$ cat src/rtl/tx_link_framer.sv
// Packet framer ahead of the 8b/10b encoder: idle commas, SOF/EOF delimiters, underrun fill, comma re-insertion, oversize abort.
// Latency: the character chosen on a tx_ce cycle is registered and appears with tx_en one clk later.
// Backpressure: s_ready is combinational and only high on tx_ce slots in DATA with no comma or abort pending; TX_LINK_FRAMER_CRC_EN appends CRC-16.
module tx_link_framer #(
    parameter int MAX_PAYLOAD    = 256,
    parameter int COMMA_INTERVAL = 1024,
    parameter int MIN_IDLE       = 2
) (
    input  logic       clk,
    input  logic       rst,
    input  logic       tx_ce,
    input  logic [7:0] s_data,
    input  logic       s_valid,
    input  logic       s_last,
    output logic       s_ready,
    output logic [7:0] tx_data,
    output logic       tx_k,
    output logic       tx_en,
    output logic       err_oversize
);

    localparam logic [7:0] K_COMMA = 8'hBC;
    localparam logic [7:0] K_SOF   = 8'hFB;
    localparam logic [7:0] K_EOF   = 8'hFD;
    localparam logic [7:0] K_FILL  = 8'hF7;
    localparam logic [7:0] K_ABORT = 8'hFE;

    localparam logic [15:0] COMMA_LIM = 16'(COMMA_INTERVAL - 1);
    localparam logic [15:0] PAY_LIM   = 16'(MAX_PAYLOAD);
    localparam logic [7:0]  IDLE_LIM  = 8'(MIN_IDLE);

`ifdef TX_LINK_FRAMER_CRC_EN
    typedef enum logic [2:0] {ST_IDLE, ST_SOF, ST_DATA, ST_EOF, ST_CRC_H, ST_CRC_L} state_t;
`else
    typedef enum logic [2:0] {ST_IDLE, ST_SOF, ST_DATA, ST_EOF} state_t;
`endif

    state_t      state, state_nxt;
    logic [7:0]  idle_cnt, idle_nxt, idle_inc;
    logic [15:0] comma_cnt, comma_nxt;
    logic [15:0] pay_cnt, pay_nxt;
    logic [7:0]  chr;
    logic        chr_k;
    logic        abort;
    logic        comma_due;
    logic        oversize_due;

`ifdef TX_LINK_FRAMER_CRC_EN
    logic [15:0] crc, crc_nxt;

    // CRC-16/CCITT, MSB-first: feed data bits one at a time into the LFSR
    function automatic logic [15:0] crc16_byte(input logic [15:0] c, input logic [7:0] d);
        logic [15:0] r;
        logic        fb;
        r = c;
        for (int i = 7; i >= 0; i--) begin
            fb = r[15] ^ d[i];
            r  = {r[14:0], 1'b0};
            if (fb) r = r ^ 16'h1021;
        end
        return r;
    endfunction
`endif

    // SOF/EOF/CRC slots can carry comma_cnt past the limit, so compare with >=
    assign comma_due    = (comma_cnt >= COMMA_LIM);
    assign oversize_due = (pay_cnt == PAY_LIM);
    assign s_ready      = tx_ce && (state == ST_DATA) && !comma_due && !oversize_due;
    assign idle_inc     = (idle_cnt == 8'hFF) ? idle_cnt : idle_cnt + 8'd1;

    always_comb begin
        state_nxt = state;
        idle_nxt  = idle_cnt;
        pay_nxt   = pay_cnt;
        chr       = K_COMMA;
        chr_k     = 1'b1;
        abort     = 1'b0;
`ifdef TX_LINK_FRAMER_CRC_EN
        crc_nxt   = crc;
`endif
        case (state)
            ST_IDLE: begin
                idle_nxt = idle_inc;
                if (s_valid && (idle_inc >= IDLE_LIM)) state_nxt = ST_SOF;
            end
            ST_SOF: begin
                chr       = K_SOF;
                pay_nxt   = 16'd0;
`ifdef TX_LINK_FRAMER_CRC_EN
                crc_nxt   = 16'hFFFF;
`endif
                state_nxt = ST_DATA;
            end
            ST_DATA: begin
                if (comma_due) begin
                    chr = K_COMMA;
                end else if (oversize_due) begin
                    chr       = K_ABORT;
                    abort     = 1'b1;
                    state_nxt = ST_EOF;
                end else if (s_valid) begin
                    chr     = s_data;
                    chr_k   = 1'b0;
                    pay_nxt = pay_cnt + 16'd1;
`ifdef TX_LINK_FRAMER_CRC_EN
                    crc_nxt = crc16_byte(crc, s_data);
                    if (s_last) state_nxt = ST_CRC_H;
`else
                    if (s_last) state_nxt = ST_EOF;
`endif
                end else begin
                    chr = K_FILL;
                end
            end
`ifdef TX_LINK_FRAMER_CRC_EN
            ST_CRC_H: begin
                if (!comma_due) begin
                    chr       = crc[15:8];
                    chr_k     = 1'b0;
                    state_nxt = ST_CRC_L;
                end
            end
            ST_CRC_L: begin
                if (!comma_due) begin
                    chr       = crc[7:0];
                    chr_k     = 1'b0;
                    state_nxt = ST_EOF;
                end
            end
`endif
            ST_EOF: begin
                chr       = K_EOF;
                idle_nxt  = 8'd0;
                state_nxt = ST_IDLE;
            end
            default: state_nxt = ST_IDLE;
        endcase

        // only a K28.5 resets the run length; a 0xBC data byte does not
        if (chr_k && (chr == K_COMMA)) comma_nxt = 16'd0;
        else if (comma_cnt == 16'hFFFF) comma_nxt = comma_cnt;
        else comma_nxt = comma_cnt + 16'd1;
    end

    always_ff @(posedge clk) begin
        if (rst) begin
            state        <= ST_IDLE;
            idle_cnt     <= 8'd0;
            comma_cnt    <= 16'd0;
            pay_cnt      <= 16'd0;
            tx_data      <= K_COMMA;
            tx_k         <= 1'b1;
            tx_en        <= 1'b0;
            err_oversize <= 1'b0;
`ifdef TX_LINK_FRAMER_CRC_EN
            crc          <= 16'hFFFF;
`endif
        end else begin
            tx_en        <= tx_ce;
            err_oversize <= 1'b0;
            if (tx_ce) begin
                state        <= state_nxt;
                idle_cnt     <= idle_nxt;
                comma_cnt    <= comma_nxt;
                pay_cnt      <= pay_nxt;
                tx_data      <= chr;
                tx_k         <= chr_k;
                err_oversize <= abort;
`ifdef TX_LINK_FRAMER_CRC_EN
                crc          <= crc_nxt;
`endif
            end
        end
    end

endmodule

$ cat config.mk
export PLATFORM = sky130hd
export DESIGN_NAME = tx_link_framer
export DESIGN_NICKNAME = d
export VERILOG_FILES = /design/src/rtl/tx_link_framer.sv
export SDC_FILE = /design/constraint.sdc
export NUM_CORES = 1
export LEC_CHECK = 0
export CAP_MARGIN = 20
export CELL_PAD_IN_SITES_DETAIL_PLACEMENT = 0
export CELL_PAD_IN_SITES_GLOBAL_PLACEMENT = 1
export CORE_MARGIN = 3
export CORE_UTILIZATION = 30
export DETAILED_ROUTE_END_ITERATION = 8
export HOLD_SLACK_MARGIN = 0.05
export PLACE_DENSITY = 0.61
export SLEW_MARGIN = 30
export SYNTH_ARGS = -nofsm -noshare
export SYNTH_HDL_FRONTEND = slang
export SYNTH_SLANG_ARGS = --single-unit
$ cat constraint.sdc
create_clock -name clk -period 2.4 [get_ports clk]
set_clock_uncertainty 0.1 [all_clocks]
set_input_delay 0.36 -clock clk [delete_from_list [all_inputs] [get_ports clk]]
set_output_delay 0.36 -clock clk [all_outputs]
set_load 0.02 [all_outputs]
== After elaboration in Yosys (flattened, before gate mapping) ==
Cells that the tools add are included.

* Bits in latches: 0
* Memory bits (writable): 0
* Word-level logic and storage cells: 67
* Flip-flop bits (word level): 54
* Memories kept: 0
* ROM bits: 0

* Muxes and demuxes: 23
* Equal/unequal tests: 14
* Divide/modulo/power cells: 0
* Bitwise logic cells: 2
* Multipliers: 0
* Magnitude comparators: 2
* Reduce and logical (&&, ||, !) cells: 15
* $add $sub $neg: 3
* Shift-type cells: 0

{| class="wikitable"
|+ Operators by type and width
! kind !! count
|-
| 16-bit 2-to-1 mux || 5
|-
| 16-bit by 1-bit adder with 16-bit output, second input constant || 2
|-
| 8-bit 2-to-1 mux || 4
|-
| 16-bit case mux with 2 select lines || 1
|-
| 8-bit case mux with 3 select lines || 1
|-
| 16-bit == test, second input constant || 1
|-
| 16-bit by 9-bit == test with 1-bit output, second input constant || 1
|-
| 8-bit == test, second input constant || 2
|-
| 16-bit by 10-bit greater-or-equal comparator with 1-bit output, second input constant || 1
|-
| 8-bit case mux with 2 select lines || 1
|-
| 3-bit 2-to-1 mux || 5
|-
| 2-bit inequality test, second input constant || 5
|-
| 5-bit AND reduction || 2
|-
| 3-bit case mux with 3 select lines || 1
|-
| 8-bit by 1-bit adder with 8-bit output, second input constant || 1
|-
| 8-bit by 2-bit greater-or-equal comparator with 1-bit output, second input constant || 1
|-
| 3-bit by 2-bit == test with 1-bit output, second input constant || 2
|-
| 3-bit inequality test, second input constant || 2
|-
| 1-bit logical AND || 5
|-
| 1-bit 2-to-1 mux || 5
|-
| 2-bit AND reduction || 2
|-
| 2-bit nonzero test || 2
|-
| 4-bit OR reduction || 1
|-
| 3-bit by 1-bit == test with 1-bit output, second input constant || 1
|-
| other kinds (3) || 5
|}

== Depth between registers and ports, before layout ==
* Depth in word-level cells: 8
* Mapped depth: 10
* Gate-level depth less buffers: 8

== Least setup slack after synthesis ==
Ideal clock, no wire load.

* Path kind: register -> register
* Start: reg state[1]
* End: reg comma_cnt[5]
* Arrival time: 2145 ps
* Path buffers: 1
* Setup slack: 80 ps
* Period minus slack after synthesis: 2320 ps
* Stages on the path, launching flop included: 8
* Cell sequence: dfxtp_1 > clkbuf_1 > inv_1 > ha_1 > o41ai_4 > a22o_4 > or4b_1 > a31oi_1

* Cells in the longest elaborated chain, start to end: 6
* Elaborated cells between the ends (all ways): 10
* Classes of those cells: eq/ne (5); mux (3); reduce/logical (2)

{| class="wikitable"
|+ RTL lines
! element !! RTL line !! source
|-
| from (decl) || 38 || <nowiki>state_t state, state_nxt;</nowiki>
|-
| from (signal assigned) || 162 || <nowiki>state <= state_nxt;</nowiki>
|-
| 3-bit by 2-bit == test with 1-bit output / 3-bit by 1-bit == test with 1-bit output (equally long branches) || 81 || <nowiki>case (state)</nowiki>
|-
| 8-bit case mux with 3 select lines || 81 ||
|-
| 8-bit == test || 140 || <nowiki>if (chr_k && (chr == K_COMMA)) comma_nxt = 16'd0;</nowiki>
|-
| 1-bit logical AND * || 140 ||
|-
| 2-bit inequality test (no line) || -- ||
|-
| 2-bit AND reduction (no line) || -- ||
|-
| to (signal assigned) || 164 || <nowiki>comma_cnt <= comma_nxt;</nowiki>
|-
| to (decl) || 40 || <nowiki>logic [15:0] comma_cnt, comma_nxt;</nowiki>
|}

Mark *: on every way between the ends. The rest lies on a longest branch, timed or not.
A chain may end at the register's enable or synchronous reset.

== Worst setup path in the final report ==
* Start: reg comma_cnt[0]
* End: reg pay_cnt[15]

* Cells in the longest elaborated chain, start to end: 3

{| class="wikitable"
|+ RTL lines
! element !! RTL line !! source
|-
| 16-bit by 10-bit greater-or-equal comparator with 1-bit output || 66 || <nowiki>assign comma_due = (comma_cnt >= COMMA_LIM);</nowiki>
|-
| 2-bit inequality test (no line) || -- ||
|-
| 5-bit AND reduction (no line) || -- ||
|-
| to (signal assigned) || 165 || <nowiki>pay_cnt <= pay_nxt;</nowiki>
|-
| to (decl) || 41 || <nowiki>logic [15:0] pay_cnt, pay_nxt;</nowiki>
|}

No other way between the ends.

==> results.toml <==
[global_routing]
grt_pass1_wl_mm = 13.9
grt_max_degree = 20
grt-ovfl-total = 0
antenna_found_initial = 0
grt_usage = 0.154
grt_pass1_vias = 2797

[sta]
slew_headroom = 0.650
hold_viol = 0
worst_slew_pin_slew_ns = 0.524
period_needed_ns = 2.31
drv_slew = 0
setup_viol = 0
fin_crit_sh = 0.962
hold_slack_ns = 0.375
fmaxAchievable_mhz = 433

[synth]
syn_area_um2 = 2950
synth-main-ff-cell = "dfxtp_1"
seq_area_frac_synth = 0.360
synth_area_per_cell_um2 = 7.87
synth-edff-count = 0
yosysWarningCount = 0
syn_inst = 375
yosys.cell_types.count = 51
synthesis.nets = 396
async_flop_share = 0
synth_seq_cells = 53

[worst_hold_path]
min_path_type = "flip-flop to flip-flop"
whs_path_depth = 2
hold_start = "tx_data[6]"
hold_end = "tx_data[6]"

[cells_and_area]
design_area_um2 = 4030
nNetsFinal = 476
final_util = 0.428
drive_above_1_share = 0.235
diodes = 0
stdcell_count = 585
area_delta_synth_final_pct = 36.6

[power]
power_w = 0.00181
p_leak_nw = 1.50
vdd_drop_max_mv = 0.227
powerDensity_nw_per_um2 = 450

[placement]
port_buffers = 24
gp_congestion = 0.825
dpl.cell_count = 572
hpwl_mm = 6.21
dpl-instance-area_um2 = 3770

[drt]
viasPerCell = 5.06
ant_nets = 0
drt-total-wl_mm = 8.49
route.detailed.drc = 0
drt-pass1-iter-count = 4
wl_per_cell_um = 14.5
num_vias = 2961
drtIter0Drc = 192

[floorplanning]
die_h_um = 105
io_pins = 25
row_count = 35
start_util = 0.313
die_w_um = 105
core_um2 = 9420
dieArea_um2 = 11100

[clock_tree]
htreeDepth = 2
clk_pin_slew_worst_paths_ns = 0.10
clk_latency_ns = 0.31
cts_tree = "yes"
root_buffer = "clkbuf_8"
cts.sinks = 53
max-clock-path-buffers = 2
postCtsHoldBufs = 0
numCtsBuffers = 5

[run_status]
status = "finished, final reports clean"

[job]
drv_cap = 0

[critical_path]
cp.required_ns = 2.55
reg2reg_from = "comma_cnt[0]"
worst-path-max-fanout = 5
worstRegToRegCells = 9
endpoint_kind = "flip-flop"
r2r-end = "pay_cnt[15]"
ff2ff_setup_slack_ns = 0.09
cp.arrival_ns = 2.46
crit_type = "flip-flop to flip-flop"
start_kind = "flip-flop"
==> sequential cells by signal, summed over array words and instances, names as in the netlist <==
signal,flops
tx_data,8
idle_cnt,8
err_oversize,1
tx_k,1
comma_cnt,16
tx_en,1
pay_cnt,16
state,2
==> cells in the final DEF (no fill, tap or decap), types with 4 or more instances in the layout <==
cell	count
a21oi_1	19
nand3_1	19
nor3_1	12
dfxtp_1	50
o21ai_0	14
nor2_1	56
ha_1	4
and2_1	5
xor2_1	12
o21bai_1	4
xnor2_1	5
inv_1	18
clkdlybuf4s50_1	23
ha_2	4
or3_1	4
and3_1	8
clkbuf_8	7
buf_4	63
or2_2	4
nand4_1	19
nor4_1	7
a31oi_1	14
o221ai_1	4
nand2_1	25
==> worst max-delay path: stages, from the launching register on <==
cell     delay, ns
dfxtp_1       0.33
ha_2          0.20
nand3_4       0.12
nor3_4        0.06
buf_4         0.14
buf_4         0.16
o32ai_4       0.34
nand3_1       0.22
or4_1         0.44
a21oi_1       0.14
==> repair_timing <==
item                       4_1_cts  5_1_grt
setup endpoints to repair        8       19
buffers inserted                 2        3
hold endpoints to repair         0        0
gates resized for setup          8       22
pin swaps                        4        7
==> Yosys cell counts (5+ instances only) <==
master    instances  share of area
nand4_1          19          0.040
nand3_1          20          0.034
xor2_1           12          0.036
inv_1            18          0.023
nor3_1           12          0.020
nor2_1           56          0.071
nand2_1          26          0.033
nor4_1            9          0.019
and2_1            5          0.011
a31oi_1          14          0.030
o21ai_0          15          0.025
and3_1            9          0.019
clkbuf_1         16          0.020
ha_1              8          0.034
dfxtp_1          53           0.36
a21oi_1          20          0.034
xnor2_1           5          0.015
==> final cells by class <==
cell class                      count  area, µm²
Clock inverter                      1       5.00
Inverter                           18       67.6
Fill cell                         947       5390
Sequential cell                    53       1060
Clock buffer                        7       96.3
Tap cell                          129        161
Timing Repair Buffer               90        759
Multi-Input combinational cell    287       1870
==> how the worst max path moves through the flow <==
stage                             from            to  slack (ns)  depth (start not counted)
after global routing        pay_cnt[5]   pay_cnt[14]       -0.02                          7
final                     comma_cnt[0]   pay_cnt[15]        0.09                          9
after CTS                 comma_cnt[0]  comma_cnt[5]       0.007                          9
after global placement         s_valid   pay_cnt[14]        -0.1                          8
after floorplan               state[1]  comma_cnt[5]        0.08                          7
after detailed placement       s_valid    tx_data[2]       -0.14                          7
==> stage by stage <==
| step | worst slack [ns] | TNS, ns |
|---|---|---|
| floorplan | 0.0804 | 0 |
| CTS | 0.00679 | 0 |
| global route | -0.0233 | -0.0318 |
| global placement | -0.0989 | -0.324 |
| finish | 0.0915 | 0 |
| detailed placement | -0.142 | -0.505 |
==> logic make-up (layout without fill, tap and decap cells) <==
logic type / count (synthesis) / in the layout / share of synthesized area
xor+xnor: 17 / 17 / 0.0505
mux: 1 / 1 / 0.00339
fa+ha+maj: 8 / 8 / 0.0339
flops: 53 / 53 / 0.360
compound gates: 76 / 76 / 0.178
simple gates: 185 / 185 / 0.330
buf+inv: 35 / 116 / 0.0450
==> metal layers <==
layer,GRT usage,vias up,wire length [µm]
met2,0.219,65,3630
li1,-,1528,-
met1,0.238,1362,4440
met3,0.0241,6,335
met4,0.0375,0,87
met5,0,-,0
==> report_power, final <==
| group | internal [W] | switching, W | leakage (nW) | total (W) |
|---|---|---|---|---|
| clock | 0.000262 | 0.000310 | 0.0542 | 0.000572 |
| combinational | 0.000167 | 0.000168 | 1.01 | 0.000335 |
| sequential | 0.000896 | 0.0000112 | 0.430 | 0.000907 |
(Power assumes the default switching activity.)
